File: src/rtl/vmem_port_arb.sv
// Burst-locking round-robin arbiter sharing one vector memory port between the load and store units.
// Optional owner-stall timeout is compiled in with `define VMEM_ARB_TIMEOUT_EN.
module vmem_port_arb #(
    parameter int ADDR_WIDTH = 31,
    parameter int TIMEOUT    = 15
) (
    input  logic                clk,
    input  logic                rst,
    input  logic                ld_req,
    input  logic [ADDR_WIDTH:0] ld_addr,
    input  logic                ld_last,
    output logic                ld_gnt,
    input  logic                st_req,
    input  logic [ADDR_WIDTH:0] st_addr,
    input  logic                st_last,
    output logic                st_gnt,
    output logic                mem_valid,
    output logic [ADDR_WIDTH:0] mem_addr,
    output logic                mem_wr,
    input  logic                mem_ready,
    output logic                busy,
    output logic [4:0]          beat_cnt,
    output logic                timeout_err
);

    typedef enum logic [1:0] {
        IDLE   = 2'd0,
        OWN_LD = 2'd1,
        OWN_ST = 2'd2
    } state_t;

    state_t      r_state;
    logic        r_rr_ptr;
    logic [4:0]  r_beat_cnt;

    // Index 0 is the load unit, index 1 the store unit.
    logic [1:0]  w_own;
    logic [1:0]  w_req;
    logic [1:0]  w_last;
    logic [1:0]  w_gnt;
    logic        w_accept;
    logic        w_own_last;
    logic        w_pick_st;
    logic        w_timeout;

    assign w_own[0] = (r_state == OWN_LD);
    assign w_own[1] = (r_state == OWN_ST);
    assign w_req    = {st_req, ld_req};
    assign w_last   = {st_last, ld_last};

    genvar gi;
    generate
        for (gi = 0; gi < 2; gi++) begin : g_unit
            assign w_gnt[gi] = w_own[gi] & w_req[gi] & mem_ready;
        end
    endgenerate

    assign ld_gnt     = w_gnt[0];
    assign st_gnt     = w_gnt[1];
    assign mem_valid  = |(w_own & w_req);
    assign mem_wr     = w_own[1];
    assign busy       = |w_own;
    assign beat_cnt   = r_beat_cnt;
    assign w_accept   = mem_valid & mem_ready;
    assign w_own_last = |(w_own & w_last);

    always_comb begin
        mem_addr = '0;
        if (w_own[0]) begin
            mem_addr = ld_addr;
        end else if (w_own[1]) begin
            mem_addr = st_addr;
        end
    end

    // Store wins only when it is alone or the pointer favours it.
    assign w_pick_st = st_req & (~ld_req | r_rr_ptr);

`ifdef VMEM_ARB_TIMEOUT_EN
    localparam int IW = $clog2(TIMEOUT + 1);

    logic [IW-1:0] r_idle_cnt;
    logic [IW-1:0] w_idle_next;
    logic          r_timeout_err;

    assign w_idle_next = r_idle_cnt + 1'b1;
    assign w_timeout   = busy & ~mem_valid & (w_idle_next == IW'(TIMEOUT));
    assign timeout_err = r_timeout_err;

    always_ff @(posedge clk or posedge rst) begin
        if (rst) begin
            r_idle_cnt    <= '0;
            r_timeout_err <= 1'b0;
        end else begin
            r_timeout_err <= w_timeout;
            if (~busy || mem_valid || w_timeout) begin
                r_idle_cnt <= '0;
            end else begin
                r_idle_cnt <= w_idle_next;
            end
        end
    end
`else
    assign w_timeout   = 1'b0;
    assign timeout_err = 1'b0;
`endif

    always_ff @(posedge clk or posedge rst) begin
        if (rst) begin
            r_state    <= IDLE;
            r_rr_ptr   <= 1'b0;
            r_beat_cnt <= '0;
        end else begin
            case (r_state)
                IDLE: begin
                    if (ld_req && !w_pick_st) begin
                        r_state    <= OWN_LD;
                        r_beat_cnt <= '0;
                    end else if (st_req) begin
                        r_state    <= OWN_ST;
                        r_beat_cnt <= '0;
                    end
                end
                OWN_LD, OWN_ST: begin
                    if (w_accept) begin
                        r_beat_cnt <= r_beat_cnt + 5'd1;
                        if (w_own_last) begin
                            r_state  <= IDLE;
                            r_rr_ptr <= ~w_own[1];
                        end
                    end else if (w_timeout) begin
                        r_state  <= IDLE;
                        r_rr_ptr <= ~w_own[1];
                    end
                end
                default: r_state <= IDLE;
            endcase
        end
    end

endmodule

File: config.mk
export PLATFORM = sky130hd
export DESIGN_NAME = vmem_port_arb
export DESIGN_NICKNAME = d
export VERILOG_FILES = /design/src/rtl/vmem_port_arb.sv
export SDC_FILE = /design/constraint.sdc
export NUM_CORES = 1
export LEC_CHECK = 0
export CORE_MARGIN = 2
export CORE_UTILIZATION = 30
export DETAILED_ROUTE_END_ITERATION = 6
export GPL_ROUTABILITY_DRIVEN = 0
export PLACE_DENSITY = 0.88
export SLEW_MARGIN = 20
export SYNTH_ARGS = -nofsm -noshare
export SYNTH_HDL_FRONTEND = slang
export SYNTH_SLANG_ARGS = --single-unit
File: constraint.sdc
create_clock -name clk -period 4.1 [get_ports clk]
set_input_delay 1.025 -clock clk [delete_from_list [all_inputs] [get_ports clk]]
set_output_delay 1.025 -clock clk [all_outputs]
set_load 0.02 [all_outputs]
==> results of run 1 <==
==> kinds of logic (layout without fill, tap and decap cells) <==
logic type	after synthesis	in the layout	synth area share, %
adders and majority gates	4	4	5.006
buffers and inverters	18	122	8.509
DFF	8	8	20.02
and+or+nand+nor	84	84	35.42
xor gates and xnor gates	2	2	1.753
AOI/OAI and AO/OA	45	45	26.91
other	1	1	0.3751
muxes	2	2	2.003
==> placed cells by master, fill, tap and decap left out, drive strengths merged <==
cell type      instances
o21bai                 1
xnor2                  2
a22o                   3
dfrtp                  8
nand2                 72
a22oi                  2
clkdlybuf4s50        112
ha                     4
clkbuf                 3
nand3                  4
nor3                   2
nand3b                 2
and3                   3
a31oi                  2
mux2i                  2
o21ai                 32
inv                    5
conb                   1
a21o                   2
o22ai                  1
nor3b                  1
buf                    2
o211ai                 2
==> worst max-delay path, stage by stage <==
cell,delay (ns)
clkdlybuf4s50_1,0.58
a22oi_2,0.13
inv_2,0.11
clkdlybuf4s50_1,0.60
==> per-stage QoR <==
stage          total power [mW]  utilization (%)  instances  area (um2)
2_1_floorplan            0.6854                -        164       999.7
3_3_place_gp              1.090            68.55        309        2127
3_5_place_dp              1.105            68.55        309        2127
4_1_cts                   1.176            69.27        312        2150
5_1_grt                   1.257            69.27        312        2150
6_report                  1.168            69.27        312        2150
==> area by class of cell <==
class	instances	area share (%)
timing repair buffer	114	52.85
tap	44	2.561
inverter	5	0.8731
sequential	8	9.313
clock buffer	3	1.048
multi-input combinational	138	33.35
==> how the worst min path moves through the flow <==
stage | end | slack [ns] | depth (start not counted)
after global placement | beat_cnt[4] | 0.54 | 2
after global routing | beat_cnt[1] | 0.61 | 1
after floorplan | r_rr_ptr | 0.51 | 2
final | beat_cnt[4] | 0.57 | 2
after detailed placement | r_rr_ptr | 0.55 | 2
after CTS | r_rr_ptr | 0.57 | 2
==> power by group through the flow <==
| stage | registers (mW) | logic [mW] | clock network (mW) |
|---|---|---|---|
| finish | 0.127 | 0.974 | 0.0671 |
| floorplan | 0.140 | 0.546 | 0 |
| global placement | 0.126 | 0.964 | 0 |
| detailed placement | 0.129 | 0.976 | 0 |
| CTS | 0.127 | 0.981 | 0.0668 |
| global route | 0.131 | 1.05 | 0.0707 |
==> metal layers <==
layer	global-route usage (%)	share of wire [%]	vias to the layer above
met2	34.59	51	74
li1	-	-	756
met4	4.559	0.82	0
met5	0	0	-
met3	4.348	9.1	6
met1	24.15	39	655
==> sequential cells by signal, summed over array words and instances, names as in the netlist <==
name and count:
r_state 2, r_rr_ptr 1, beat_cnt 5
==> flow_metrics.py, run 1 <==
metrics = {
    "outcome": {
        "status": "complete, no violations",
    },
    "final_layout": {
        "layout-drive-gt1-share_pct": 4.478,
        "area_growth_pct": 115.0,
        "fillers": 272,
        "nets": 345,
        "multi_input_area_um2": 716.9,
        "diodes": 0,
        "regArea_um2": 200.2,
    },
    "synth": {
        "synthFlopType": "dfrtp_1",
        "synth_area_leader_cell": "nand2_1",
        "synthTopCellsByCount": "nand2_1, o21ai_0, dfrtp_1, clkbuf_1, buf_2",
        "yosysWarnings": 0,
        "yosysMostFrequentCell": "nand2_1",
        "syn_area_um2": 999.7,
        "synth-edff-count": 0,
        "synth_top_area_share_pct": 26.66,
        "synth_cell_types": 28,
        "synthesis.instances": 164,
        "syn-num-nets": 239,
        "seq_area_frac_synth_pct": 20.03,
        "ys_async_sr_fraction_pct": 100.0,
        "avgSynthCellArea_um2": 6.096,
        "synth_area_leaders": "nand2_1, dfrtp_1, o21ai_0",
        "synth_seq_cells": 8,
    },
    "job": {
        "cap_violations": 0,
    },
    "critical_path": {
        "worstSetupPathType": "in2out",
        "worstPathArrival_ns": 2.45,
        "reg2reg_slack_ns": 2.42,
        "cp-startpoint": "ld_req",
        "critPathMaxFanout": 5,
        "timing.rr.end": "beat_cnt[1]",
        "cp-start-kind": "input pin",
        "regToRegStartpoint": "r_state[0]",
        "r2r_cells": 5,
        "worstPathRequired_ns": 3.07,
        "crit_path_end": "mem_valid",
        "end_kind": "output port",
    },
    "placement": {
        "portBuffers": 112,
        "hpwl_um": 3164,
        "place_ws_ns": 0.6354,
    },
    "timing": {
        "fin_crit_ns": 3.479,
        "setup_ws_ns": 0.6210,
        "fin_skew_ns": 0.01285,
        "finalMaxSlewViolations": 0,
        "whs_ns": 0.5708,
        "max_freq_mhz": 287.4,
        "setup_violations": 0,
        "hold_viol_final": 0,
        "rsz0062_at_grt": "false",
        "fin_setup_tns_ns": 0,
        "fin_crit_sh_pct": 84.85,
    },
    "detailed_routing": {
        "drt-total-wl_um": 3922,
        "drc": 0,
        "num_vias": 1491,
        "ant_nets": 0,
        "drtIter0Drc": 58,
        "drt-wirelength-per-cell_um": 12.57,
        "drt_pre_antenna_iters": 4,
        "avgViaCountPerCell": 4.779,
    },
    "global_route": {
        "grt_first_pass_wirelength_um": 5651,
        "grt_pass1_vias": 1300,
        "grt_max_degree": 57,
        "antenna_found_initial": 0,
        "track_usage_pct": 19.55,
        "overflow": 0,
    },
    "cts": {
        "clk_pin_slew_ns": 0.05,
        "tritoncts": "done",
        "clock-sinks": 8,
        "cts_max_level": 1,
        "ctsResizeCount": 0,
        "cts-hold-fix-buffers": 0,
        "clockBufferDepth": 2,
        "tritoncts.num_buffers": 3,
        "clk_latency_ns": 0.27,
        "post_cts_buffers": 0,
        "cts_root_buf": "clkbuf_4",
    },
    "power_and_ir_drop": {
        "cellLeakagePower_nw": 0.8226,
        "p_per_area_nw_per_um2": 543.5,
        "power.net_switching_uw": 582.7,
        "p_int_uw": 585.5,
        "power.share.clock_pct": 5.7,
        "pwr-share-comb_pct": 83.4,
        "power_switching_share_pct": 49.88,
        "peakVddDrop_v": 0.0003341,
        "sequentialPowerShare_pct": 10.9,
    },
    "floorplanning": {
        "ios": 114,
        "dieWidth_um": 61.73,
        "die_h_um": 61.73,
        "coreArea_um2": 3103,
        "initial_utilization_pct": 32.22,
        "die_area_um2": 3810,
        "floorplan.rows": 20,
    },
    "hold_path": {
        "min_path_type": "reg2reg",
        "worstHoldStart": "beat_cnt[4]",
    },
}
Power figures use the tool's default switching activity.
==> inputs of run 2 (changes only) <==
CORE_UTILIZATION = 25   (was 30)
PLACE_DENSITY = 0.78   (was 0.88)
clock period = 3.05 ns   (was 4.1 ns; I/O delays follow)
==> run 2 against run 1 <==
Net effect:
- sequential share of layout area shrank 0.32 points
- largest power group unchanged
- clock power up 92%
- combinational power grew 39%
- total power grew 41%
- wire length fell by 2.7%
- die area up 19%
- register-to-register slack got worse by 1.1 ns
- worst setup slack got worse by 0.47 ns
- hold slack lost 0.011 ns
- global-route usage down 3.5 points
- largest cell class unchanged
==> flow_metrics.py, run 2 (synthesis gave the netlist of run 1 again) <==
metrics = {
    "outcome": {
        "status": "complete, no violations",
    },
    "cts": {
        "clock-sinks": 8,
        "cts-hold-fix-buffers": 0,
        "ctsResizeCount": 0,
        "cts_root_buf": "clkbuf_8",
        "clk_pin_slew_ns": 0.04,
        "clk_latency_ns": 0.23,
        "cts_max_level": 1,
        "clockBufferDepth": 2,
        "tritoncts": "done",
        "post_cts_buffers": 0,
        "tritoncts.num_buffers": 3,
    },
    "placement": {
        "portBuffers": 112,
        "postPlaceCellArea_um2": 2175,
        "hpwl_um": 3078,
        "place_ws_ns": 0.1572,
    },
    "floorplanning": {
        "dieWidth_um": 67.24,
        "floorplan.rows": 22,
        "initial_utilization_pct": 26.70,
        "die_area_um2": 4521,
        "coreArea_um2": 3744,
        "ios": 114,
        "die_h_um": 67.24,
    },
    "detailed_routing": {
        "ant_nets": 0,
        "dr_wl_met2_um": 1921,
        "drt_pre_antenna_iters": 4,
        "num_vias": 1433,
        "drc": 0,
        "routed.top_layer": "met4",
        "avgViaCountPerCell": 4.478,
        "drt-total-wl_um": 3816,
        "wl_met3_um": 371,
        "met1_length_um": 1508,
        "drt-wirelength-per-cell_um": 11.93,
        "drtIter0Drc": 50,
    },
    "final_layout": {
        "fillers": 337,
        "layout-drive-gt1-share_pct": 5.882,
        "final_core_util_pct": 59.46,
        "multi_input_area_um2": 726.9,
        "design_area_um2": 2226,
        "largest_register_ffs": 5,
        "final_cell_mix": "clkdlybuf4s50_1, nand2_1, o21ai_0, dfrtp_1, buf_4",
        "area_growth_pct": 122.7,
        "final_common_cell": "clkdlybuf4s50_1",
        "regArea_um2": 200.2,
        "diodes": 0,
        "nets": 349,
    },
    "critical_path": {
        "regToRegStartpoint": "r_state[0]",
        "worstPathRequired_ns": 2.29,
        "cp-start-kind": "input pin",
        "reg2reg_slack_ns": 1.35,
        "critPathMaxFanout": 4,
        "end_kind": "output port",
        "r2r_cells": 5,
        "timing.rr.end": "beat_cnt[1]",
        "worstPathArrival_ns": 2.14,
        "cp-startpoint": "st_req",
        "worstSetupPathType": "in2out",
    },
    "global_route": {
        "grt_max_degree": 39,
        "track_usage_pct": 16.04,
        "grt_pass1_vias": 1242,
        "overflow": 0,
        "grt_first_pass_wirelength_um": 5685,
        "antenna_found_initial": 0,
    },
    "timing": {
        "fin_crit_sh_pct": 95.18,
        "rsz0062_at_grt": "false",
        "setup_violations": 0,
        "setup_ws_ns": 0.1469,
        "finalMaxSlewViolations": 0,
        "hold_viol_final": 0,
        "fin_setup_tns_ns": 0,
        "fin_skew_ns": 0.0006477,
        "max_freq_mhz": 344.5,
        "whs_ns": 0.5595,
        "fin_crit_ns": 2.903,
    },
    "hold_path": {
        "min_path_type": "reg2reg",
        "whs_endpoint": "beat_cnt[4]",
        "hold_path_depth": 2,
        "worstHoldStart": "beat_cnt[4]",
    },
    "power_and_ir_drop": {
        "peakVddDrop_v": 0.0004662,
        "cellLeakagePower_nw": 0.8555,
        "p_per_area_nw_per_um2": 740.7,
    },
    "job": {
        "cap_violations": 0,
    },
}
-- run 2: metal layers --
metal,up-vias,GRT usage (%)
met5,-,0
met4,0,2.296
met3,2,5.000
met2,68,28.96
met1,599,18.93
li1,764,-
-- run 2: per-stage QoR --
stage / instances / power (mW)
detailed placement: 317 / 1.516
global placement: 317 / 1.506
global route: 320 / 1.770
floorplan: 164 / 0.9214
finish: 320 / 1.649
CTS: 320 / 1.653
-- run 2: cell type report --
class / count / area share, %
well taps: 48 / 2.698
inverters: 5 / 0.8432
flip-flops and latches: 8 / 8.994
multi-input cells: 138 / 32.66
repair buffers: 118 / 52.95
clock buffers: 3 / 1.855
-- run 2: worst max-delay path by stage --
| stage | endpoint | slack (ns) | depth (start not counted) |
|---|---|---|---|
| global placement | st_gnt | 0.15 | 3 |
| detailed placement | mem_valid | 0.16 | 4 |
| global route | mem_addr[21] | 0.01 | 6 |
| finish | mem_valid | 0.15 | 4 |
| CTS | mem_addr[4] | 0.12 | 6 |
| floorplan | mem_addr[10] | 0.56 | 6 |
-- run 2: power breakdown --
group,total [mW],leakage [nW],switching (mW),internal [mW]
clock,0.129,0.0216,0.0435,0.0857
combinational,1.35,0.726,0.713,0.635
sequential,0.172,0.108,0.0314,0.140
total,1.65,0.855,0.788,0.861
-- run 2: critical path, cell delays in order --
cell and delay [ns]:
clkdlybuf4s50_1 0.49, a22oi_2 0.26, inv_2 0.09, clkdlybuf4s50_1 0.54
==> inputs of run 3 (changes only) <==
PLACE_DENSITY = 0.82   (was 0.78)
==> run 3 against run 2 <==
Net effect:
- final cell count decreased by 0.31%
- combinational power about the same
- sequential cell count unchanged
- worst setup slack got worse by 0.070 ns
- sequential share of layout area increased by 0.071 points
- clock skew increased by 0.0030 ns
- die area unchanged
- highest routed layer unchanged
==> flow_metrics.py, run 3 (synthesis gave the netlist of run 1 again) <==
metrics = {
    "floorplanning": {
        "ios": 114,
        "dieWidth_um": 67.24,
        "initial_utilization_pct": 26.70,
        "die_area_um2": 4521,
        "die_h_um": 67.24,
        "floorplan.rows": 22,
        "coreArea_um2": 3744,
    },
    "final_layout": {
        "area_growth_pct": 120.9,
        "layout-drive-gt1-share_pct": 5.535,
        "diodes": 0,
        "fillers": 343,
        "final_common_cell": "clkdlybuf4s50_1",
        "largest_register_ffs": 5,
        "final_cell_mix": "clkdlybuf4s50_1, nand2_1, o21ai_0, dfrtp_1",
        "final_cells": 319,
        "design_area_um2": 2208,
        "nets": 348,
    },
    "power_and_ir_drop": {
        "p_per_area_nw_per_um2": 740.4,
        "cellLeakagePower_nw": 0.8488,
        "peakVddDrop_v": 0.0003333,
    },
    "detailed_routing": {
        "drt_pre_antenna_iters": 4,
        "num_vias": 1469,
        "drt-total-wl_um": 3707,
        "drt-wirelength-per-cell_um": 11.62,
        "avgViaCountPerCell": 4.605,
        "ant_nets": 0,
        "drtIter0Drc": 39,
        "drc": 0,
    },
    "cts": {
        "clock-sinks": 8,
        "cts_max_level": 1,
        "post_cts_buffers": 0,
        "tritoncts": "done",
        "cts-hold-fix-buffers": 0,
        "clockBufferDepth": 2,
        "tritoncts.num_buffers": 3,
        "cts_root_buf": "clkbuf_8",
        "clk_pin_slew_ns": 0.04,
        "clk_latency_ns": 0.23,
        "ctsResizeCount": 0,
    },
    "job": {
        "cap_violations": 0,
    },
    "global_route": {
        "grt_pass1_vias": 1357,
        "track_usage_pct": 15.48,
        "grt_max_degree": 47,
        "grt_first_pass_wirelength_um": 5451,
        "overflow": 0,
        "antenna_found_initial": 0,
    },
    "hold_path": {
        "min_path_type": "reg2reg",
        "whs_endpoint": "r_rr_ptr",
        "hold_path_depth": 2,
        "worstHoldStart": "r_rr_ptr",
    },
    "placement": {
        "postPlaceCellArea_um2": 2167,
        "portBuffers": 112,
        "hpwl_um": 2987,
        "placed_cells": 316,
    },
    "timing": {
        "fin_setup_tns_ns": 0,
        "whs_ns": 0.5529,
        "fin_crit_sh_pct": 97.49,
        "finalMaxSlewViolations": 0,
        "fin_crit_ns": 2.973,
        "max_freq_mhz": 336.3,
        "rsz0062_at_grt": "false",
        "setup_violations": 0,
        "hold_viol_final": 0,
        "fin_skew_ns": 0.003670,
    },
    "outcome": {
        "status": "complete, no violations",
    },
    "critical_path": {
        "reg2reg_slack_ns": 1.34,
        "end_kind": "output port",
        "r2r_cells": 8,
        "worstSetupPathType": "in2out",
        "worstPathArrival_ns": 2.21,
        "timing.rr.end": "beat_cnt[1]",
        "critPathMaxFanout": 5,
        "regToRegStartpoint": "r_state[1]",
        "worstPathRequired_ns": 2.29,
        "cp-start-kind": "input pin",
    },
}
==> run 3: changes by cell type in the layout (fill, tap and decap cells not counted) <==
cell / delta
buf_4: -1
ha_2: +1
ha_4: -1
==> run 3: worst max-delay path: stages <==
cell	delay [ns]
clkdlybuf4s50_1	0.59
a22oi_2	0.14
inv_2	0.11
clkdlybuf4s50_1	0.60
==> run 3: worst max path at each step <==
stage                     from           end  slack, ns  cells after the start
global placement        ld_req     mem_valid       0.11                      4
detailed placement      ld_req     mem_valid       0.08                      4
finish                  ld_req     mem_valid       0.08                      4
global route        r_state[1]  mem_addr[21]       0.02                      6
CTS                     ld_req     mem_valid       0.07                      4
floorplan           r_state[0]  mem_addr[10]       0.56                      6
==> run 3: metrics by stage <==
stage                     setup WS, ns  power (mW)  utilization, %
after floorplan                 0.5647      0.9214               -
after global placement          0.1082       1.501           57.89
after detailed placement       0.07909       1.518           57.89
after CTS                      0.07419       1.654           58.99
after global routing           0.01855       1.759           58.99
final                          0.07651       1.635           58.99
==> run 3: final cells by class <==
cell class	count	area, um2	share of cell area, %
Clock buffer	3	41.29	1.870
Inverter	5	18.77	0.8499
Multi-Input combinational cell	138	716.9	32.46
Sequential cell	8	200.2	9.065
Tap cell	48	60.06	2.720
Timing Repair Buffer	117	1171	53.03
==> run 3: power breakdown <==
group	internal (mW)	total (mW)	switching [mW]
Sequential	0.140	0.172	0.0313
Clock	0.0856	0.128	0.0428
Combinational	0.629	1.34	0.706
==> run 3: layer usage <==
layer	vias to the layer above	GRT usage [%]	part of all wire, %
li1	760	-	-
met1	624	16.20	38
met2	81	28.47	48
met3	4	4.667	12
met4	0	6.633	0.97
met5	-	0	0
